<file path="src/rtl/cci_mpf_prim_lfsr_pkg.sv">
// Shared LFSR helpers: Galois feedback tap table, single-step and rotate functions.
// All arithmetic is done on LFSR_MAX_WIDTH-bit words and trimmed by the caller.
package cci_mpf_prim_lfsr_pkg;

   localparam int LFSR_MAX_WIDTH = 32;

   typedef logic [LFSR_MAX_WIDTH-1:0] lfsr_word_t;

   function automatic lfsr_word_t lfsr_width_mask(input int width);
      if (width >= LFSR_MAX_WIDTH) begin
         return '1;
      end
      return (lfsr_word_t'(1) << width) - lfsr_word_t'(1);
   endfunction

   // Zero means "no table entry" and is rejected at elaboration by the user.
   function automatic lfsr_word_t lfsr_taps(input int width);
      case (width)
         4:       return lfsr_word_t'(32'h1);
         12:      return lfsr_word_t'(32'h029);
         32:      return lfsr_word_t'(32'h57);
         default: return '0;
      endcase
   endfunction

   function automatic lfsr_word_t lfsr_step(input lfsr_word_t value,
                                            input lfsr_word_t mask,
                                            input int         width);
      lfsr_word_t rot;
      rot = ((value >> 1) | (lfsr_word_t'(value[0]) << (width - 1))) & lfsr_width_mask(width);
      if (value[0]) begin
         rot = rot ^ mask;
      end
      return rot;
   endfunction

   function automatic lfsr_word_t lfsr_rotl(input lfsr_word_t value,
                                            input int         amount,
                                            input int         width);
      lfsr_word_t r;
      r = value & lfsr_width_mask(width);
      for (int i = 0; i < amount; i++) begin
         r = ((r << 1) | (r >> (width - 1))) & lfsr_width_mask(width);
      end
      return r;
   endfunction

endpackage

</file>
<file path="src/rtl/cci_mpf_prim_lfsr_lane.sv">
// One LFSR lane: state, seed, period pulse, sticky zero-seed flag and optional step counter.
// Step counter present only when CCI_MPF_PRIM_LFSR_STEP_COUNT_EN is defined.
module cci_mpf_prim_lfsr_lane #(
   parameter int               WIDTH        = 12,
   parameter int               STEPS_PER_EN = 1,
   parameter logic [WIDTH-1:0] MASK         = WIDTH'(12'h029),
   parameter logic [WIDTH-1:0] DEFAULT_SEED = WIDTH'(12'hA6B)
) (
   input  logic             clk,
   input  logic             reset_n,
   input  logic             en,
   input  logic             load_en,
   input  logic [WIDTH-1:0] load_value,
   output logic [WIDTH-1:0] value,
   output logic             period_done,
   output logic             lockup_err,
   output logic [31:0]      step_count
);
   import cci_mpf_prim_lfsr_pkg::*;

   logic [WIDTH-1:0] value_q, value_d;
   logic [WIDTH-1:0] seed_q, seed_d;
   logic             period_q, period_d;
   logic             lockup_q, lockup_d;
   logic [WIDTH-1:0] step_value;
   logic             step_hit;

   // Unrolled multi-step; any intermediate state matching the seed closes a period.
   always_comb begin
      step_value = value_q;
      step_hit   = 1'b0;
      for (int k = 0; k < STEPS_PER_EN; k++) begin
         step_value = WIDTH'(lfsr_step(lfsr_word_t'(step_value), lfsr_word_t'(MASK), WIDTH));
         if (step_value == seed_q) begin
            step_hit = 1'b1;
         end
      end
   end

   always_comb begin
      value_d  = value_q;
      seed_d   = seed_q;
      period_d = 1'b0;
      lockup_d = lockup_q;
      if (load_en) begin
         if (load_value == '0) begin
            value_d  = DEFAULT_SEED;
            seed_d   = DEFAULT_SEED;
            lockup_d = 1'b1;
         end else begin
            value_d = load_value;
            seed_d  = load_value;
         end
      end else if (en) begin
         value_d  = step_value;
         period_d = step_hit;
      end
   end

   always_ff @(posedge clk or negedge reset_n) begin
      if (!reset_n) begin
         value_q  <= DEFAULT_SEED;
         seed_q   <= DEFAULT_SEED;
         period_q <= 1'b0;
         lockup_q <= 1'b0;
      end else begin
         value_q  <= value_d;
         seed_q   <= seed_d;
         period_q <= period_d;
         lockup_q <= lockup_d;
      end
   end

   assign value       = value_q;
   assign period_done = period_q;
   assign lockup_err  = lockup_q;

`ifdef CCI_MPF_PRIM_LFSR_STEP_COUNT_EN
   logic [31:0] count_q, count_d;

   always_comb begin
      count_d = count_q;
      if (load_en) begin
         count_d = '0;
      end else if (en) begin
         count_d = count_q + 32'(STEPS_PER_EN);
      end
   end

   always_ff @(posedge clk or negedge reset_n) begin
      if (!reset_n) begin
         count_q <= '0;
      end else begin
         count_q <= count_d;
      end
   end

   assign step_count = count_q;
`else
   assign step_count = '0;
`endif

endmodule

</file>
<file path="src/rtl/cci_mpf_prim_lfsr_multi.sv">
// Bank of NUM_CHANNELS independent Galois LFSR lanes with per-lane seeds.
// Define CCI_MPF_PRIM_LFSR_STEP_COUNT_EN to build the per-lane step counters.
module cci_mpf_prim_lfsr_multi #(
   parameter int               WIDTH         = 12,
   parameter int               NUM_CHANNELS  = 1,
   parameter int               STEPS_PER_EN  = 1,
   parameter logic [WIDTH-1:0] TAPS          = '0,
   parameter logic [WIDTH-1:0] INITIAL_VALUE = WIDTH'(12'hA6B)
) (
   input  logic                                clk,
   input  logic                                reset_n,
   input  logic [NUM_CHANNELS-1:0]             en,
   input  logic [NUM_CHANNELS-1:0]             load_en,
   input  logic [NUM_CHANNELS-1:0][WIDTH-1:0]  load_value,
   output logic [NUM_CHANNELS-1:0][WIDTH-1:0]  value,
   output logic [NUM_CHANNELS-1:0]             period_done,
   output logic [NUM_CHANNELS-1:0]             lockup_err,
   output logic [NUM_CHANNELS-1:0][31:0]       step_count
);
   import cci_mpf_prim_lfsr_pkg::*;

   localparam logic [WIDTH-1:0] TOP_BIT    = WIDTH'(1) << (WIDTH - 1);
   localparam logic [WIDTH-1:0] TABLE_TAPS = WIDTH'(lfsr_taps(WIDTH));
   // The MSB is fed by the rotate itself, so it never appears in the mask.
   localparam logic [WIDTH-1:0] MASK       = ((TAPS != '0) ? TAPS : TABLE_TAPS) & ~TOP_BIT;

   if (WIDTH < 2 || WIDTH > LFSR_MAX_WIDTH) begin : g_err_width
      $error("cci_mpf_prim_lfsr_multi: WIDTH %0d unsupported", WIDTH);
   end
   if (TAPS == '0 && TABLE_TAPS == '0) begin : g_err_taps
      $error("cci_mpf_prim_lfsr_multi: no tap table entry for WIDTH %0d", WIDTH);
   end
   if (INITIAL_VALUE == '0) begin : g_err_seed
      $error("cci_mpf_prim_lfsr_multi: INITIAL_VALUE must be nonzero");
   end
   if (STEPS_PER_EN < 1 || STEPS_PER_EN > 4) begin : g_err_steps
      $error("cci_mpf_prim_lfsr_multi: STEPS_PER_EN %0d outside 1..4", STEPS_PER_EN);
   end
   if (NUM_CHANNELS < 1 || NUM_CHANNELS > 16) begin : g_err_chan
      $error("cci_mpf_prim_lfsr_multi: NUM_CHANNELS %0d outside 1..16", NUM_CHANNELS);
   end

   for (genvar gi = 0; gi < NUM_CHANNELS; gi++) begin : g_lane
      // Rotating the base seed per lane decorrelates lanes that share a reset.
      localparam logic [WIDTH-1:0] LANE_SEED =
         WIDTH'(lfsr_rotl(lfsr_word_t'(INITIAL_VALUE), gi % WIDTH, WIDTH));

      cci_mpf_prim_lfsr_lane #(
         .WIDTH        (WIDTH),
         .STEPS_PER_EN (STEPS_PER_EN),
         .MASK         (MASK),
         .DEFAULT_SEED (LANE_SEED)
      ) u_lane (
         .clk         (clk),
         .reset_n     (reset_n),
         .en          (en[gi]),
         .load_en     (load_en[gi]),
         .load_value  (load_value[gi]),
         .value       (value[gi]),
         .period_done (period_done[gi]),
         .lockup_err  (lockup_err[gi]),
         .step_count  (step_count[gi])
      );
   end

endmodule

</file>
<file path="config.mk">
export PLATFORM = sky130hd
export DESIGN_NAME = cci_mpf_prim_lfsr_multi
export DESIGN_NICKNAME = d
export VERILOG_FILES = /design/src/rtl/cci_mpf_prim_lfsr_pkg.sv /design/src/rtl/cci_mpf_prim_lfsr_lane.sv /design/src/rtl/cci_mpf_prim_lfsr_multi.sv
export SDC_FILE = /design/constraint.sdc
export NUM_CORES = 1
export LEC_CHECK = 0
export BUFFER_PORTS_ARGS = -buffer_cell sky130_fd_sc_hd__buf_2
export CAP_MARGIN = 20
export CORE_MARGIN = 2
export CORE_UTILIZATION = 43
export CTS_CLUSTER_DIAMETER = 150
export CTS_CLUSTER_SIZE = 8
export DETAILED_ROUTE_END_ITERATION = 12
export PLACE_DENSITY = 0.72
export SKIP_LAST_GASP = 1
export SLEW_MARGIN = 20
export SYNTH_ARGS = -nofsm -noshare
export SYNTH_HDL_FRONTEND = slang
export SYNTH_SLANG_ARGS = --single-unit
</file>
<file path="constraint.sdc">
create_clock -name clk -period 1.5 [get_ports clk]
set_input_delay 0.3 -clock clk [delete_from_list [all_inputs] [get_ports clk]]
set_output_delay 0.3 -clock clk [all_outputs]
set_load 0.02 [all_outputs]
</file>
==> metrics list, run 1 <==
- Clock Skews: 0.00629 ns
- Worst-case vdd ir drop: 630 uV
- Capturing instance or port of the critical path: g_lane[0].u_lane.period_done$_DFF_PN0_
- Hold/Removal Path Class: in2reg
* Syn_area_per_cell: 10.5 um^2
- Final HPWL from detailed placement: 2.16 mm
- Start point of the critical path: g_lane[0].u_lane.value[1]$_DFFE_PN1P_
* Result of the run: completed
- R2r endpoint: g_lane[0].u_lane.period_done$_DFF_PN0_
- Synthesized-area fraction occupied by and/or/nand/nor cells: 6.24%
- Counting flops and latches in the post-synthesis netlist gives 26.
- Measured along the y axis, the die boundary spans 63.1 um.
- Entering global routing, the biggest net connects 32 pins.
- Setup slack on the critical path of the routed design comes to 0.0142 ns.
- Of all nets on the critical path, the largest fanout is 4.
- Row cnt: 21
* Clock network fraction of total power: 18.4%
- Layout Utilization: 49.9%
- Post-detailed-route via-to-cell ratio: 4.54
- Buf+Inv Stages, Crit Path: 0
- The filler cells instantiated in the layout total 323.
- Cell area power density: 978 mW/mm^2
- Max-cap violations in this run came to 0.
- After synthesis, the netlist uses 27 different library cells.
- Proportion of power drawn by flip-flops and latches: 52.9%
- Subtracting the final worst setup slack from the clock period gives 1.49 ns.
- Worst-skew pair later-pin latency: 0.32 ns
- Yosys printed 0 warnings.
- TritonCTS sink count: 26
* List of cells traversed by the critical path: xor2_1, or3_1, a2111oi_2
* Global-route wire length before repair: 4.61 mm
* Peak clock frequency supported by timing: 673 MHz
- Synthesis-to-finish area growth: 10.7%
- Synthesized instance count: 143
- Vias in the first global route: 967
- Setup violations remaining at the end of the flow were counted as 0.
- Pin placement for this block handled 62 I/O pins.
- The die covers 0.00399 mm^2.
* Post-synthesis share of cell area spent on full adders, half adders and majority gates: 0%
- Routability-driven placement finished with a final weighted congestion of 0.779.
- Switching Power: 0.539 mW
- At the placement stage, the worst setup path has a slack of -0.0382 ns.
* Reg-to-reg setup timing slack: 0.01 ns
- For the worst flop-to-flop path, the logic depth is 3.
* Leftover overflow at the end of global routing: 0
- Sequential cell area: 668 um^2
- Combined area of the multi-input logic cells: 651 um^2
- Summing the sequential cell areas from Yosys gives 44.4% of the chip area.
- After clock tree synthesis, the clock-pin slew on the worst setup and hold paths is 0.13 ns.
- The detailed router finished its first iteration with 24 violations.
- In this run the cell area of the synthesized design comes to 0.00150 mm^2.
- Required time at the endpoint of the critical path: 1.71 ns
* Ratio of final minimum period to clock period: 99.1%
- Once placement finished, the instance area stood at 0.00161 mm^2.
- The worst register-to-register path begins at g_lane[0].u_lane.value[1]$_DFFE_PN1P_.
- Classification of the worst setup path: reg2reg
* Type of element launching the critical path: flip-flop
* XOR/XNOR share of the synthesized area: 9.23%
- In this run the static leakage power is 0.801 nW.
- Core Area: 0.00334 mm^2
- The final hold violation count is 0.
* CTS H-tree lvls: 1
- Delay of the slowest cell on the worst path: 0.58 ns
- Number of stages on the worst setup path: 3
- Combinational family with the most area after synthesis: buffers and inverters
- Longest Clk Path Bufs: 2
- For this configuration, the core starts out at a cell density of 45.1%.
* Count of unresolved DRC violations after routing: 0
* Count of antenna diodes in the layout: 0
* Wirelength per Cell: 12.5 um
- Delay-heaviest family, CP: flip-flops
- Standard cell with the maximum stage delay on the critical path: sky130_fd_sc_hd__dfstp_2
- TritonCTS clock tree: yes
- Max-slew violations: 0
* Setup repair after global routing missed its margin: yes
* Relative max-transition margin: 62.7%
- In this run, CTS created clock tree buffers numbering 3.
- Post-Layout Inst Area: 0.00167 mm^2
* Power share of the combinational group: 28.7%
* Worst-case hold slack: 0.209 ns
- Global routing used 14.9% of the available tracks.
* Critical path capture point type: flip-flop
- Total vias in the final route: 1025
- Slew at the pin closest to its max-slew limit: 0.560 ns
- Multiplexer cells account for 6.32% of the synthesized area.
* Antenna-violating nets left: 0
* Arrival time at the worst endpoint: 1.70 ns
- Switching fraction of total power: 33.1%
- Horizontal extent of the die: 63.1 um
- Port buffering added 29 buffers.
* Total Routed Length: 2.83 mm
- In the final design database the tool counted 197 nets.
* Internal Power: 1.09 mW
* Length of the first detailed-routing pass in iterations: 4
- Compound-gate portion of the synthesized area: 13.5%
* Root buffer selected by CTS: sky130_fd_sc_hd__clkbuf_4
- In the final layout, the share of cells above drive strength 1 is 35.0%.
- The initial antenna violation count is 0.
-- how the worst min path moves through the flow --
stage,start,endpoint,slack (ns),depth (start not counted)
after floorplan,reset_n,g_lane[0].u_lane.lockup_err$_DFFE_PN0P_,0.004,0
after global placement,reset_n,g_lane[0].u_lane.value[2]$_DFFE_PN0P_,0.31,1
after detailed placement,reset_n,g_lane[0].u_lane.value[2]$_DFFE_PN0P_,0.32,1
after CTS,load_value[9],g_lane[0].u_lane.seed_q[9]$_DFFE_PN1P_,0.21,2
after global routing,load_value[9],g_lane[0].u_lane.seed_q[9]$_DFFE_PN1P_,0.21,2
final,load_value[7],g_lane[0].u_lane.seed_q[7]$_DFFE_PN0P_,0.21,3
-- power groups by stage --
stage          logic (mW)  registers, mW  clock network (mW)
2_1_floorplan       0.337          0.911                   0
3_3_place_gp        0.447          0.872                   0
3_5_place_dp        0.453          0.877                   0
4_1_cts             0.466          0.863               0.313
5_1_grt             0.509          0.873               0.336
6_report            0.467          0.862               0.300
-- per-layer routing --
metal	up-vias	track usage, %	share of wire (%)
met3	5	2.14	4.1
met2	36	23.9	49
met5	-	0	0
met4	0	7.50	2.3
li1	494	-	-
met1	490	19.6	44
-- repair_timing --
| item | in CTS | in global routing |
|---|---|---|
| resized for setup | 0 | 1 |
| hold buffers | 1 | 0 |
| buffers inserted | 2 | 0 |
| pin swaps | 2 | 0 |
| hold endpoints to repair | 12 | 0 |
| endpoints found under the setup margin | 1 | 2 |
-- worst min-delay path: cells and delay by family --
family / cells / cell delay [ns]
buffers and inverters: 1 / 0.09
AOI/OAI and AO/OA: 1 / 0.06
and+or+nand+nor: 1 / 0.05
-- layout by cell type, fill, tap and decap left out, types with 3 or more instances in the layout --
cell type                  netlist  routed
sky130_fd_sc_hd__buf_4          33      12
sky130_fd_sc_hd__conb_1          1      32
sky130_fd_sc_hd__nand2_1         7       7
sky130_fd_sc_hd__buf_2           1      28
sky130_fd_sc_hd__mux2_2          4       4
sky130_fd_sc_hd__xnor2_1         9       9
sky130_fd_sc_hd__o22a_1         12      12
sky130_fd_sc_hd__clkbuf_4        0       3
sky130_fd_sc_hd__dfrtp_1        12      12
sky130_fd_sc_hd__dfstp_2        14      14
sky130_fd_sc_hd__nor4_1          4       4
sky130_fd_sc_hd__inv_1           6       6
sky130_fd_sc_hd__o21ai_0        14      14
sky130_fd_sc_hd__mux2i_1         5       5
sky130_fd_sc_hd__xor2_1          5       5
-- state kept, by name (all words and copies together) (netlist names) --
signal,count
g_lane.u_lane.seed_q,12
g_lane.u_lane.value,12
g_lane.u_lane.lockup_err,1
g_lane.u_lane.period_done,1
-- cells by family after synthesis --
kind of cell,count (synthesis)
buffers and inverters,45
XOR/XNOR,15
flip-flops,26
AO/OA/AOI/OAI,29
other,1
multiplexers,9
AND/OR/NAND/NOR,18
-- final cells by class --
type                            count  share of cell area, %
Sequential cell                    26                   40.1
Multi-Input combinational cell    103                   39.1
Timing Repair Buffer               41                   14.4
Tap cell                           46                   3.46
Clock buffer                        4                   1.58
Inverter                            6                   1.35
-- cells in the mapped netlist --
library cell	n	area [um^2]
sky130_fd_sc_hd__dfstp_2	14	368
sky130_fd_sc_hd__nor4_1	4	25.0
sky130_fd_sc_hd__xor2_2	1	16.3
sky130_fd_sc_hd__mux2i_1	5	50.1
sky130_fd_sc_hd__buf_2	1	5.00
sky130_fd_sc_hd__conb_1	1	3.75
sky130_fd_sc_hd__nand3_1	1	5.00
sky130_fd_sc_hd__nor2_1	1	3.75
sky130_fd_sc_hd__nand2_1	7	26.3
sky130_fd_sc_hd__and3_1	1	6.26
sky130_fd_sc_hd__nand4_1	1	6.26
sky130_fd_sc_hd__o21ai_0	14	70.1
sky130_fd_sc_hd__o22a_1	12	105
sky130_fd_sc_hd__a21oi_1	1	5.00
sky130_fd_sc_hd__a21o_1	1	7.51
sky130_fd_sc_hd__clkbuf_1	4	15.0
sky130_fd_sc_hd__buf_4	33	248
sky130_fd_sc_hd__xnor2_1	9	78.8
sky130_fd_sc_hd__inv_1	6	22.5
sky130_fd_sc_hd__nand2b_1	1	6.26
sky130_fd_sc_hd__mux2_2	4	45.0
sky130_fd_sc_hd__a2111oi_2	1	15.0
sky130_fd_sc_hd__or3_1	1	6.26
sky130_fd_sc_hd__xor2_1	5	43.8
sky130_fd_sc_hd__buf_6	1	11.3
sky130_fd_sc_hd__dfrtp_1	12	300
sky130_fd_sc_hd__nand4b_1	1	8.76
-- metrics by stage --
step | std cells | setup TNS, ns | power, mW
floorplan | 174 | 0 | 1.25
global placement | 219 | 0 | 1.32
detailed placement | 219 | -0.0382 | 1.33
CTS | 226 | 0 | 1.64
global route | 226 | -0.0616 | 1.72
finish | 226 | 0 | 1.63
(Power assumes the default switching activity.)
==> run 2, diff against run 1 <==
CORE_ASPECT_RATIO = 0.8   (was unset)
MAX_ROUTING_LAYER = met4   (was unset)
==> run 2 against run 1 <==
Effect of this change: the run now ends with setup timing left; critical path type unchanged; count of clock-buffer cells in the layout is 1 lower; via count is 3.6% higher; largest power group unchanged; sequential power hardly changed; clock skew is 0.00099 ns higher; total power is 17% higher; wire length is 1.4% higher; non-clock buffer count is 2 higher; largest cell class unchanged; critical endpoint unchanged.
==> metrics list, run 2 (synthesis results as in run 1) <==
- The initial core utilization was 44.2% (-0.83 points).
- The number of cells on the worst reg-to-reg path is 4 (+1).
- Critical path capture point type: flip-flop
* Slew at the pin closest to its max-slew limit: 0.574 ns (+0.0141 ns)
* Initial antenna violation count: 0 (unchanged)
- Clock-pin slew of the registers on the worst-case setup and hold paths: 0.09 ns (-0.04 ns)
- Filler cell count: 326 (+0.93%)
- Total vias in the final route: 1062 (+3.6%)
* Horizontal extent of the die: 70.1 um (+11%)
* TritonCTS sink count: 26 (unchanged)
- The violation count after the first detailed-route iteration came to 35 (+46%).
- Setup repair after global routing could not meet its margin everywhere.
- The fraction of layout instances using a drive strength above 1 came to 36.8% (+1.8 points).
* Placer's final routability congestion estimate: 0.767 (-1.5%)
* Placed instance area: 0.00164 mm^2 (+1.6%)
- Longest Clk Path Bufs: 2 (unchanged)
- The detailed-route wire length per cell was 12.8 um (+2.3%).
- Clock Skews: 0.00728 ns (+0.000988 ns)
* Result of the run: complete, but fails checks
* Full die area: 0.00399 mm^2 (about the same)
- The overall fraction of global-route tracks in use came to 15.7% (+0.79 points).
* Total Routed Length: 2.87 mm (+1.4%)
- The setup TNS came to -0.0450 ns (-0.0450 ns).
* Maximum number of pins on one net before global-route repair: 28 (-13%)
- The clock insertion delay at the later pin of the skew report came to 0.27 ns (-0.05 ns).
* Core Area: 0.00340 mm^2 (+1.9%)
- The post-route worst setup slack is -0.0450 ns (-0.0592 ns).
- The smallest hold slack was 0.0110 ns (-0.198 ns).
- STA classifies the critical path startpoint as a flip-flop.
- Standard cell with the maximum stage delay on the critical path: sky130_fd_sc_hd__dfstp_2
- The count of TritonRoute iterations in the first routing pass came to 4 (unchanged).
- The delay of the slowest cell on the worst path was 0.57 ns (about the same).
* Cell area power density: 1110 mW/mm^2 (+13%)
- Cts bufs inserted: 3 (unchanged)
* Global-route wire length before repair: 4.75 mm (+3.0%)
* Vias in the first global route: 980 (+1.3%)
- The setup slack of the most critical reg-to-reg path came to -0.05 ns (-0.06 ns).
* Final Net Count: 199 (+1.0%)
- The clock period minus final worst setup slack came to 1.55 ns (+0.0592 ns).
- Peak clock frequency supported by timing: 647 MHz (-3.8%)
* Static Leakage: 0.833 nW (+4.0%)
- The critical path arrival came to 1.70 ns (about the same).
- The worst slew slack as a fraction of its limit is 61.7% (-0.94 points).
- The startpoint identified for the worst register-to-register timing path is g_lane[0].u_lane.value[9]$_DFFE_PN1P_.
* Count of hold buffers inserted by post-cts repair: 0 (-1)
- Height of the die: 56.9 um (-9.9%)
- Leftover overflow at the end of global routing: 0 (unchanged)
- Root buffer selected by CTS: sky130_fd_sc_hd__clkbuf_8
- The count of maximum capacitance violations was 0 (unchanged).
- The remaining antenna violation count was 0 (unchanged).
* Final-report hold violation count: 0 (unchanged)
- The setup violation total in the final timing report was 1 (+1).
- The required arrival time at the worst endpoint came to 1.65 ns (-0.06 ns).
* Worst-case vdd ir drop: 849 uV (+35%)
- Row cnt: 19 (-9.5%)
- The final reports fail on setup timing.
- I/O pins: 62 (unchanged)
- Ratio of final minimum period to clock period: 103% (+3.9 points)
* Post-detailed-route via-to-cell ratio: 4.74 (+4.5%)
* Buf+Inv Stages, Crit Path: 0 (unchanged)
- The number of levels the H-tree was split into came to 1 (unchanged).
- The library cell used most frequently in the layout, excluding fill and tap cells, is sky130_fd_sc_hd__conb_1.
- The utilization after layout came to 50.6% (+0.74 points).
- Classification of the worst setup path: reg2reg
* Count of antenna diodes in the layout: 0 (unchanged)
- Dpl cells: 219 (unchanged)
* Max-slew violations: 0 (unchanged)
- The final standard cell area without fillers is 0.00172 mm^2 (+3.4%).
- The critical path goes through xor2_1, nor4_1, nand4b_1, a2111oi_2.
- TritonCTS clock tree: yes
- Leaving out fill and tap cells, the most frequent cells in the layout are 32 x sky130_fd_sc_hd__conb_1, 28 x sky130_fd_sc_hd__buf_2, 14 x sky130_fd_sc_hd__o21ai_0, 14 x sky130_fd_sc_hd__dfstp_2, 14 x sky130_fd_sc_hd__buf_4.
* Delay-heaviest family, CP: flip-flops
- Final HPWL from detailed placement: 2.19 mm (+1.4%)
- Count of unresolved DRC violations after routing: 0 (unchanged)
- R2r endpoint: g_lane[0].u_lane.period_done$_DFF_PN0_
- The number of port buffers was 29 (unchanged).
- The path class of the tightest hold or removal check is in2async.
* Post-Layout Cell Count: 224 (-0.88%)
* Largest fanout on the critical path: 4 (unchanged)
- Synthesis-to-finish area growth: 14.5%
run 2: cell types whose count changed in the layout (fill, tap and decap cells not counted):
cell	change
sky130_fd_sc_hd__buf_4	+2
sky130_fd_sc_hd__bufinv_16	+1
sky130_fd_sc_hd__dlygate4sd3_1	-1
sky130_fd_sc_hd__buf_6	+1
sky130_fd_sc_hd__clkbuf_8	+3
sky130_fd_sc_hd__clkbuf_1	-1
sky130_fd_sc_hd__clkbuf_4	-3
run 2: where the power goes:
group | internal, mW | total, mW | leakage, nW | switching, mW
logic | 0.194 | 0.472 | 0.501 | 0.278
clock network | 0.357 | 0.574 | 0.0357 | 0.217
registers | 0.798 | 0.863 | 0.296 | 0.0657
total | 1.35 | 1.91 | 0.833 | 0.561
run 2: worst register-to-register path, cell delays in order, from the launching register on:
cell and delay, ns:
sky130_fd_sc_hd__dfstp_2 0.57, sky130_fd_sc_hd__xor2_1 0.08, sky130_fd_sc_hd__nor4_1 0.28, sky130_fd_sc_hd__nand4b_1 0.17
sky130_fd_sc_hd__a2111oi_2 0.33
run 2: worst max path at each step:
stage          cells past startpoint                                     end  slack (ns)                                  start
2_1_floorplan                      4  g_lane[0].u_lane.period_done$_DFF_PN0_        0.02  g_lane[0].u_lane.value[3]$_DFFE_PN1P_
3_3_place_gp                       4  g_lane[0].u_lane.period_done$_DFF_PN0_       -0.04  g_lane[0].u_lane.value[9]$_DFFE_PN1P_
3_5_place_dp                       4  g_lane[0].u_lane.period_done$_DFF_PN0_       -0.09  g_lane[0].u_lane.value[9]$_DFFE_PN1P_
4_1_cts                            4  g_lane[0].u_lane.period_done$_DFF_PN0_       -0.06  g_lane[0].u_lane.value[0]$_DFFE_PN1P_
5_1_grt                            4  g_lane[0].u_lane.period_done$_DFF_PN0_       -0.18  g_lane[0].u_lane.value[9]$_DFFE_PN1P_
6_report                           4  g_lane[0].u_lane.period_done$_DFF_PN0_       -0.05  g_lane[0].u_lane.value[9]$_DFFE_PN1P_
run 2: timing repair:
item / in CTS / in global routing
resized for setup: 0 / 2
cloned: 0 / 0
setup buffers: 1 / 0
pin swaps: 4 / 1
endpoints found under the setup margin: 1 / 2
run 2: area by class of cell:
class	count	area (um^2)	share of cell area [%]
inverters	6	22.5	1.31
repair buffers	43	256	14.9
flip-flops and latches	26	668	38.8
clock inverters	1	30.0	1.74
well taps	42	52.6	3.05
clock buffers	3	41.3	2.40
multi-input cells	103	651	37.8
run 2: routing by layer:
layer  GRT usage, %  routed length, um  vias to the layer above
met3           3.59                193                        4
li1               -                  -                      499
met2           23.8               1330                       50
met4           4.95                 48                        0
met1           21.0               1300                      509
met5              -                  0                        -
run 2: per-stage QoR:
step | power [mW] | worst slack, ns
3_3_place_gp | 1.33 | -0.0391
3_5_place_dp | 1.34 | -0.0889
2_1_floorplan | 1.25 | 0.0163
4_1_cts | 1.93 | -0.0626
6_report | 1.91 | -0.0450
5_1_grt | 2.01 | -0.176
